$ cat config.mk
export PLATFORM = sky130hd
export DESIGN_NAME = regfile_operand_fetch_flat
export DESIGN_NICKNAME = d
export VERILOG_FILES = /design/src/rtl/regfile_operand_fetch_pkg.sv /design/src/rtl/regfile_operand_fetch_if.sv /design/src/rtl/regfile_operand_fetch_fwd.sv /design/src/rtl/regfile_operand_fetch.sv /design/src/flat_wrapper.sv
export SDC_FILE = /design/constraint.sdc
export NUM_CORES = 1
export LEC_CHECK = 0
export BUFFER_PORTS_ARGS = -buffer_cell sky130_fd_sc_hd__buf_2
export CAP_MARGIN = 40
export CORE_UTILIZATION = 49
export DETAILED_ROUTE_END_ITERATION = 8
export HOLD_SLACK_MARGIN = 0.08
export PLACE_DENSITY = 0.87
export SKIP_CTS_REPAIR_TIMING = 1
export SYNTH_ARGS = -nofsm -noshare
export SYNTH_HDL_FRONTEND = slang
export SYNTH_SLANG_ARGS = --single-unit
$ cat constraint.sdc
create_clock -name clk -period 5.95 [get_ports clk]
set_clock_uncertainty 0.15 [all_clocks]
set_input_delay 0.2975 -clock clk [delete_from_list [all_inputs] [get_ports clk]]
set_output_delay 0.2975 -clock clk [all_outputs]
set_load 0.01 [all_outputs]
$ cat src/rtl/regfile_operand_fetch_pkg.sv
// Shared definitions for the operand-fetch stage.
// Contents:
//   opf_state_e : FSM state encoding (IDLE/PEND/DATA/HOLD = 2'b00..2'b11)
//   REG_AW      : register address width
//   REG_ZERO    : architectural zero register x0
//   sat_add32   : saturating 32-bit counter increment
package regfile_operand_fetch_pkg;

    localparam int REG_AW = 5;
    localparam logic [REG_AW-1:0] REG_ZERO = 5'd0;

    typedef enum logic [1:0] {
        OPF_IDLE = 2'b00,
        OPF_PEND = 2'b01,
        OPF_DATA = 2'b10,
        OPF_HOLD = 2'b11
    } opf_state_e;

    // Adds a small increment and pins at all-ones instead of wrapping.
    function automatic logic [31:0] sat_add32(input logic [31:0] base, input logic [1:0] inc);
        logic [32:0] sum;
        sum = {1'b0, base} + {31'b0, inc};
        if (sum[32]) begin
            return 32'hFFFF_FFFF;
        end else begin
            return sum[31:0];
        end
    endfunction

endpackage

$ cat src/rtl/regfile_operand_fetch_if.sv
// Bus between the operand-fetch stage and the BRAM register file.
// The regfile has one address per bank, muxed as (we ? wa : ra).
// Signals:
//   ra0/ra1 : read addresses          we/wa/wd : write port
//   rd0/rd1 : read data, valid one cycle after the address is presented
// Modports: master = fetch stage, slave = register file.
interface regfile_operand_fetch_if
    import regfile_operand_fetch_pkg::*;
#(
    parameter int WIDTH = 32
);
    logic [REG_AW-1:0] ra0;
    logic [REG_AW-1:0] ra1;
    logic              we;
    logic [REG_AW-1:0] wa;
    logic [WIDTH-1:0]  wd;
    logic [WIDTH-1:0]  rd0;
    logic [WIDTH-1:0]  rd1;

    modport master (output ra0, ra1, we, wa, wd, input rd0, rd1);
    modport slave  (input ra0, ra1, we, wa, wd, output rd0, rd1);
endinterface

$ cat src/rtl/regfile_operand_fetch_fwd.sv
// Per-operand writeback match: a writeback hits an operand when it is
// enabled, targets the same register, and that register is not x0
// (x0 reads as zero and must never pick up forwarded data).
// Ports:
//   wb_we, wb_wa : writeback enable / address
//   ra           : operand's source register
//   hit          : forward wb_wd into this operand
module regfile_operand_fetch_fwd
    import regfile_operand_fetch_pkg::*;
(
    input  logic              wb_we,
    input  logic [REG_AW-1:0] wb_wa,
    input  logic [REG_AW-1:0] ra,
    output logic              hit
);
    assign hit = wb_we && (wb_wa == ra) && (ra != REG_ZERO);
endmodule

$ cat src/rtl/regfile_operand_fetch.sv
// Operand-fetch stage between decode and execute. Drives the regfile read
// addresses, passes the commit-stage writeback through to the regfile write
// port, retries reads lost to a same-cycle writeback, forwards writebacks
// landing after the read, and holds operands under valid/ready.
// Ports:
//   clk, rst                       : clock, synchronous active-high reset
//   req_valid/req_ready, req_ra0/1 : request from decode (accepted in IDLE)
//   wb_we/wb_wa/wb_wd              : writeback from commit
//   rf (master)                    : regfile bus
//   out_valid/out_ready, out_rd0/1 : operands to execute
//   stat_stall, stat_fwd           : only with OPFETCH_STATS_EN defined
// Configuration macro: OPFETCH_STATS_EN adds saturating stall/forward counters.
module regfile_operand_fetch
    import regfile_operand_fetch_pkg::*;
#(
    parameter int WIDTH = 32
) (
    input  logic                    clk,
    input  logic                    rst,
    input  logic                    req_valid,
    output logic                    req_ready,
    input  logic [REG_AW-1:0]       req_ra0,
    input  logic [REG_AW-1:0]       req_ra1,
    input  logic                    wb_we,
    input  logic [REG_AW-1:0]       wb_wa,
    input  logic [WIDTH-1:0]        wb_wd,
    regfile_operand_fetch_if.master rf,
    output logic                    out_valid,
    input  logic                    out_ready,
    output logic [WIDTH-1:0]        out_rd0,
    output logic [WIDTH-1:0]        out_rd1
`ifdef OPFETCH_STATS_EN
    ,
    output logic [31:0]             stat_stall,
    output logic [31:0]             stat_fwd
`endif
);

    opf_state_e        state_r;
    logic [REG_AW-1:0] ra0_r;
    logic [REG_AW-1:0] ra1_r;
    logic              out_valid_r;
    logic [WIDTH-1:0]  out_rd0_r;
    logic [WIDTH-1:0]  out_rd1_r;
    logic              fwd0_s;
    logic              fwd1_s;
    logic [WIDTH-1:0]  cap0_s;
    logic [WIDTH-1:0]  cap1_s;

    // In IDLE the request addresses go straight to the regfile so the read
    // issues in the acceptance cycle; afterwards the latched ones are held.
    assign rf.ra0    = (state_r == OPF_IDLE) ? req_ra0 : ra0_r;
    assign rf.ra1    = (state_r == OPF_IDLE) ? req_ra1 : ra1_r;
    assign rf.we     = wb_we & ~rst;
    assign rf.wa     = wb_wa;
    assign rf.wd     = wb_wd;
    assign req_ready = (state_r == OPF_IDLE);

    assign out_valid = out_valid_r;
    assign out_rd0   = out_rd0_r;
    assign out_rd1   = out_rd1_r;

    regfile_operand_fetch_fwd u_fwd0 (.wb_we(wb_we), .wb_wa(wb_wa), .ra(ra0_r), .hit(fwd0_s));
    regfile_operand_fetch_fwd u_fwd1 (.wb_we(wb_we), .wb_wa(wb_wa), .ra(ra1_r), .hit(fwd1_s));

    // Capture value for DATA: forwarded writeback beats regfile data, x0 is zero.
    always_comb begin
        cap0_s = rf.rd0;
        cap1_s = rf.rd1;
        if (fwd0_s) begin
            cap0_s = wb_wd;
        end else if (ra0_r == REG_ZERO) begin
            cap0_s = {WIDTH{1'b0}};
        end else begin
            cap0_s = rf.rd0;
        end
        if (fwd1_s) begin
            cap1_s = wb_wd;
        end else if (ra1_r == REG_ZERO) begin
            cap1_s = {WIDTH{1'b0}};
        end else begin
            cap1_s = rf.rd1;
        end
    end

    // Fetch FSM with latched addresses and registered operand outputs.
    always_ff @(posedge clk) begin
        if (rst) begin
            state_r     <= OPF_IDLE;
            ra0_r       <= REG_ZERO;
            ra1_r       <= REG_ZERO;
            out_valid_r <= 1'b0;
            out_rd0_r   <= {WIDTH{1'b0}};
            out_rd1_r   <= {WIDTH{1'b0}};
        end else begin
            case (state_r)
                OPF_IDLE: begin
                    if (req_valid) begin
                        ra0_r   <= req_ra0;
                        ra1_r   <= req_ra1;
                        // A writeback this cycle stole the bank address: retry.
                        state_r <= wb_we ? OPF_PEND : OPF_DATA;
                    end
                end
                OPF_PEND: begin
                    if (!wb_we) begin
                        state_r <= OPF_DATA;
                    end
                end
                OPF_DATA: begin
                    out_rd0_r   <= cap0_s;
                    out_rd1_r   <= cap1_s;
                    out_valid_r <= 1'b1;
                    state_r     <= OPF_HOLD;
                end
                OPF_HOLD: begin
                    if (out_ready) begin
                        // Consumer takes the current values; a same-cycle
                        // writeback is deliberately not applied.
                        out_valid_r <= 1'b0;
                        state_r     <= OPF_IDLE;
                    end else begin
                        if (fwd0_s) begin
                            out_rd0_r <= wb_wd;
                        end
                        if (fwd1_s) begin
                            out_rd1_r <= wb_wd;
                        end
                    end
                end
                default: begin
                    out_valid_r <= 1'b0;
                    state_r     <= OPF_IDLE;
                end
            endcase
        end
    end

`ifdef OPFETCH_STATS_EN
    logic [31:0] stall_cnt_r;
    logic [31:0] fwd_cnt_r;
    logic        stall_inc_s;
    logic [1:0]  fwd_inc_s;

    // Stall = every cycle that enters or stays in PEND; forwards counted per operand.
    always_comb begin
        stall_inc_s = 1'b0;
        fwd_inc_s   = 2'd0;
        case (state_r)
            OPF_IDLE: stall_inc_s = req_valid & wb_we;
            OPF_PEND: stall_inc_s = wb_we;
            OPF_DATA: fwd_inc_s   = {1'b0, fwd0_s} + {1'b0, fwd1_s};
            OPF_HOLD: begin
                if (out_ready) begin
                    fwd_inc_s = 2'd0;
                end else begin
                    fwd_inc_s = {1'b0, fwd0_s} + {1'b0, fwd1_s};
                end
            end
            default: begin
                stall_inc_s = 1'b0;
                fwd_inc_s   = 2'd0;
            end
        endcase
    end

    // Saturating statistics counters.
    always_ff @(posedge clk) begin
        if (rst) begin
            stall_cnt_r <= 32'd0;
            fwd_cnt_r   <= 32'd0;
        end else begin
            stall_cnt_r <= sat_add32(stall_cnt_r, {1'b0, stall_inc_s});
            fwd_cnt_r   <= sat_add32(fwd_cnt_r, fwd_inc_s);
        end
    end

    assign stat_stall = stall_cnt_r;
    assign stat_fwd   = fwd_cnt_r;
`endif

endmodule
$ cat src/flat_wrapper.sv
// flat-port wrapper written by rule: the top's interface ports become plain ports
module regfile_operand_fetch_flat import regfile_operand_fetch_pkg::*;
#(
    parameter int WIDTH = 32
)
  (clk, rst, req_valid, req_ready, req_ra0, req_ra1, wb_we, wb_wa, wb_wd, out_valid, out_ready, out_rd0, out_rd1, rf_ra0, rf_ra1, rf_we, rf_wa, rf_wd, rf_rd0, rf_rd1);
  regfile_operand_fetch_if #(.WIDTH(WIDTH)) rf_i ();
  input  logic clk;
  input  logic rst;
  input  logic req_valid;
  output logic req_ready;
  input  logic [REG_AW-1:0] req_ra0;
  input  logic [REG_AW-1:0] req_ra1;
  input  logic wb_we;
  input  logic [REG_AW-1:0] wb_wa;
  input  logic [WIDTH-1:0] wb_wd;
  output logic out_valid;
  input  logic out_ready;
  output logic [WIDTH-1:0] out_rd0;
  output logic [WIDTH-1:0] out_rd1;
  output wire logic [$bits(rf_i.ra0)-1:0] rf_ra0;
  output wire logic [$bits(rf_i.ra1)-1:0] rf_ra1;
  output wire logic [$bits(rf_i.we)-1:0] rf_we;
  output wire logic [$bits(rf_i.wa)-1:0] rf_wa;
  output wire logic [$bits(rf_i.wd)-1:0] rf_wd;
  input wire logic [$bits(rf_i.rd0)-1:0] rf_rd0;
  input wire logic [$bits(rf_i.rd1)-1:0] rf_rd1;
  assign rf_ra0 = rf_i.ra0;
  assign rf_ra1 = rf_i.ra1;
  assign rf_we = rf_i.we;
  assign rf_wa = rf_i.wa;
  assign rf_wd = rf_i.wd;
  assign rf_i.rd0 = rf_rd0;
  assign rf_i.rd1 = rf_rd1;
  regfile_operand_fetch #(.WIDTH(WIDTH)) u_core (.clk(clk), .rst(rst), .req_valid(req_valid), .req_ready(req_ready), .req_ra0(req_ra0), .req_ra1(req_ra1), .wb_we(wb_we), .wb_wa(wb_wa), .wb_wd(wb_wd), .rf(rf_i), .out_valid(out_valid), .out_ready(out_ready), .out_rd0(out_rd0), .out_rd1(out_rd1));
endmodule
Word-level counts from Yosys, hierarchy flattened
Index checks and enable logic that the tools add are counted.

storage, ports and cells
  flip-flop bits (word level) = 77
  word-level logic and storage cells = 53

operators by class
  equality and inequality tests = 11
  muxes and demuxes = 19
  bitwise operators = 2
  reductions and logical operators = 15

operator list
  cell                  count
  $mux W32              8
  $pmux W32 S2          2
  $eq A5 B5 Y1          2
  $logic_not A5 Y1      2
  $mux W5               2
  $reduce_bool A5 Y1    2
  $reduce_and A3 Y1     3
  $mux W2               4
  $ne A2 B2 Y1 const B  4
  $pmux W2 S4           1
  $eq A2 B2 Y1 const B  2
  $logic_and A1 B1 Y1   4
  $ne A2 B1 Y1 const B  2
  $reduce_and A2 Y1     2
  $eq A2 B1 Y1 const B  1
  $logic_not A2 Y1      1
  $pmux W1 S2           1
  $reduce_bool A2 Y1    1
  $and A1 B1 Y1         1
  $mux W1               1
  $not A1 Y1            1

Depth between registers and ports, before layout
  word-level depth = 6
  gate-level depth with buffers = 7

Modules after synthesis
A second synthesis with hierarchy kept.

unflattened totals
  cells, all modules = 529
  area total of the unflattened synthesis = 4878.4 µm²

by module, submodules not included
  module                     instances  cells an instance  area an instance (µm²)  seq. area each (µm²)
  regfile_operand_fetch      1          509                4738.3                  1541.5
  regfile_operand_fetch_fwd  2          10                 70.1                    0.0

Worst setup path before layout
Ideal clock, no wire load.

  kind = flip-flop to output port
  from = reg u_core.state_r[0]
  to = out rf_ra0[0]
  data arrival time = 1.430 ns
  setup slack = 4.072 ns
  stages on the path, launching flop included = 5
  buffers on the path = 1
  cells stage by stage = dfxtp_1 -> inv_1 -> ha_1 -> buf_1 -> mux2_2

between the ends
  word-level cells in the longest chain between the ends = 2

RTL lines
  what                    line                          text
  start, declared         regfile_operand_fetch.sv:39   opf_state_e state_r;
  start signal, assigned  regfile_operand_fetch.sv:102  state_r <= wb_we ? OPF_PEND : OPF_DATA;
  $logic_not A2 Y1        -
  net req_ready           flat_wrapper.sv:11            output logic req_ready;
  $mux W5                 regfile_operand_fetch.sv:52   assign rf.ra0 = (state_r == OPF_IDLE) ? req_ra0 : ra0_r;
  end, declared           flat_wrapper.sv:21            output wire logic [$bits(rf_i.ra0)-1:0] rf_ra0;

The timed path passes the listed nets, and every way through them passes these cells.

Worst setup path in the final report
  from = reg u_core.state_r[0]
  to = reg u_core.out_rd0_r[25] (netlist: u_core.out_rd0[25])

between the ends
  word-level cells in the longest chain between the ends = 3
  elaborated cells on any way between the ends = 7

RTL lines
  what                                                  line                          text
  $eq A2 B2 Y1                                          regfile_operand_fetch.sv:96   case (state_r)
  $ne A2 B1 Y1 (no line), or another cell as far along  -
  $reduce_and A3 Y1 (no line)                           -
  end signal, assigned                                  regfile_operand_fetch.sv:93   out_rd0_r <= {WIDTH{1'b0}};
  end signal, assigned                                  regfile_operand_fetch.sv:111  out_rd0_r <= cap0_s;
  end signal, assigned                                  regfile_operand_fetch.sv:124  out_rd0_r <= wb_wd;
  end, declared                                         regfile_operand_fetch.sv:43   logic [WIDTH-1:0] out_rd0_r;

Several ways; a longest one is shown, not always the timed one.
A chain may end at the register's enable or synchronous reset.

==> metrics.md <==
| Metric | Value |
|---|---|
| GR Overflow Total | 0 |
| Global-route usage over all layers | 0.280 |
| Hold slack | 0.0584 ns |
| Footprint of the multi-input gates | 0.00224 sq mm |
| DR pass1 iterations | 4 |
| Slew at the pin closest to its max-slew limit | 0.889 ns |
| Nets | 744 |
| Worst vdd ir | 0.298 mV |
| Final Critical Period | 2.53 ns |
| Ranking of synthesized cells by area | dfxtp_1 (36%), a221oi_2 (14%), nor3_2 (7.0%), buf_4 (6.4%), nor2_1 (6.2%) |
| Crit path DAT | 2.64 ns |
| Non-filler cells, final | 733 |
| 1st-iter DRT viols | 152 |
| #FFs+latches synth | 77 |
| Pin count of the biggest net entering global routing | 46 |
| Worst-path maximum fanout | 20 |
| Crit Path Category | reg -> reg |
| Startpoint Class | register |
| Initial Utilization | 0.515 |
| Fin. Hold Viols | 0 |
| Vias in the first global route | 3866 |
| Die area | 0.00918 sq mm |
| Fmax | 0.395 GHz |
| Cells after synthesis | 439 |
| Syn nets | 560 |
| Hold path depth | 3 |
| Final period utilization | 0.426 |
| Area growth syn-to-layout | 26.6% |
| Final slew viol count | 0 |
| Post-synth top area share | 0.357 |
| Post-Syn Area per Cell | 9.83 sq um |
| Hold EP | u_core.ra0_r[1] |
| Yosys top cell by area | dfxtp_1 |
| Power density cells | 519 mW/mm^2 |
| Clock slew at reported path FFs | 0.09 ns |
| RR Startpoint | u_core.state_r[0] |
| Ant diodes | 0 |
| First-pass GRT wire length | 19400 um |
| Endpoints failing setup | 0 |
| Finished Core Util | 0.652 |
| Placed cell count | 709 |
| Sequential share of the synthesized area | 0.357 |
| Outcome | complete, no violations |
| Initial antenna violation count | 0 |
| Element type at the critical path end | register |
| Leakage power | 0.00259 uW |
| Die H | 95.8 um |
| Area of the core | 0.00838 sq mm |
| Clk Latency, worst-skew pair | 0.34 ns |
| Number of port buffers | 229 |
| Synth Cell Area | 0.00431 sq mm |
| Ports | 230 |
| Root Buffer | clkbuf_8 |
| TNS Setup | 0 ns |
| Reg2reg path depth | 7 |
| CTS tree | done |
| Worst EP required | 6.06 ns |
| Vias | 4208 |
| Reg-to-Reg End | u_core.out_rd0[25] |
| Slew Limit Headroom | 0.407 |
| Row cnt | 33 |
| Share of cells above drive strength 1 | 0.545 |
| Number of remaining DRC errors | 0 |
| FF/Latch Area | 0.00154 sq mm |
| H-tree depth | 3 |
| Worst hold path class | in -> reg |
| CTS buffer count | 9 |
| Final WL | 13100 um |
| Maxcap violations | 0 |
| Register-to-register setup slack | 3.42 ns |
| Synth warnings | 0 |
| Post-route ant nets | 0 |
| Layout fillers | 691 |
| Distinct cells, synth | 36 |
| Unrepaired setup endpoints after global routing | no |
| Post-detail-place hpwl | 9570 um |
| Die W | 95.8 um |
| Total Power | 2840 uW |
| Min-delay src | req_ra0[1] |
| Clock Path Buffers | 2 |
| Detailed-route wire length per cell | 17.9 um |
| Gp weighted congestion | 0.876 |
| Vias per cell | 5.74 |
| Clock sinks | 77 |
==> how the worst max path moves through the flow <==
stage                           start                  to  slack (ns)  cells past startpoint
floorplan           u_core.state_r[0]           rf_ra0[0]        4.07                      4
global route        u_core.state_r[0]  u_core.out_rd0[16]        3.24                      7
CTS                 u_core.state_r[0]  u_core.out_rd0[16]        3.42                      7
detailed placement  u_core.state_r[0]  u_core.out_rd0[16]        3.42                      7
global placement             wb_wa[0]  u_core.out_rd1[31]        3.27                      7
finish              u_core.state_r[0]  u_core.out_rd0[25]        3.42                      7
==> synthesized netlist by cell type <==
master,number
nand2_1,25
inv_1,5
mux2_2,10
a41oi_2,1
xnor2_2,2
nor2_1,71
a41o_1,1
a31o_2,2
clkbuf_4,3
a31oi_2,1
ha_1,5
buf_1,3
a221o_1,1
mux2i_1,1
nand4bb_4,1
and4_4,2
nor2b_1,3
xnor2_1,4
buf_6,9
and2_1,3
dfxtp_1,77
a211oi_4,1
buf_4,37
o31ai_4,1
buf_2,6
a221oi_1,25
a211oi_1,3
xor2_1,4
a221oi_2,39
and3b_1,1
nor3_1,36
nor3_2,30
o211a_1,1
clkbuf_1,11
buf_8,3
a21oi_1,11
==> area by class of cell <==
type                       count  share of cell area
tap                          105              0.0241
sequential                    77               0.282
inverter                       5             0.00344
clock buffer                  11              0.0241
timing repair buffer         245               0.244
multi-input combinational    285               0.411
clock inverter                 5              0.0110
==> per-stage QoR <==
step | worst slack [ns] | instance area [sq um]
floorplan | 4.07 | 4310
global placement | 3.27 | 5110
detailed placement | 3.42 | 5190
finish | 3.42 | 5460
global route | 3.24 | 5460
CTS | 3.42 | 5380
==> cell families (layout without fill, tap and decap cells) <==
logic type	count (synthesis)	count (layout)	share of synthesized area
compound gates	87	87	0.232
fa+ha+maj	5	5	0.0145
buf+inv	77	266	0.127
simple gates	172	172	0.217
flops	77	77	0.357
xor+xnor	10	10	0.0238
mux	11	11	0.0284
==> routing by layer <==
layer | up-vias | global-route usage | share of wire
met5 | - | 0 | 0
met4 | 0 | 0.142 | 0.030
met3 | 34 | 0.0632 | 0.084
met2 | 221 | 0.472 | 0.49
met1 | 2006 | 0.332 | 0.39
li1 | 1947 | - | -
==> flip-flops by register name (all words and copies together) (netlist names) <==
name / cells
u_core.ra0_r: 5
u_core.ra1_r: 5
u_core.out_valid: 1
u_core.state_r: 2
u_core.out_rd1: 32
u_core.out_rd0: 32
==> placed cells by master (no fill, tap or decap), types with 5 or more instances in the layout <==
cell and n:
a221oi_2 39, nand2_1 25, buf_2 229, inv_1 5, clkbuf_8 9, ha_1 5, a221oi_1 25, mux2_2 10
nor2_1 71, nor3_1 36, dlygate4sd3_1 8, a21oi_1 11, dfxtp_1 77, nor3_2 30
==> critical path: stages (launching register included) <==
cell and delay, ns:
dfxtp_1 0.37, ha_1 0.31, inv_1 0.15, nor2_1 0.34, a41o_1 0.65, buf_16 0.23, nor2_1 0.08, nor3_1 0.17
==> power by group <==
group,internal (uW),switching [uW]
clock network,196,203
registers,718,115
logic,635,969
No activity file was read; power rests on OpenSTA's default activity.
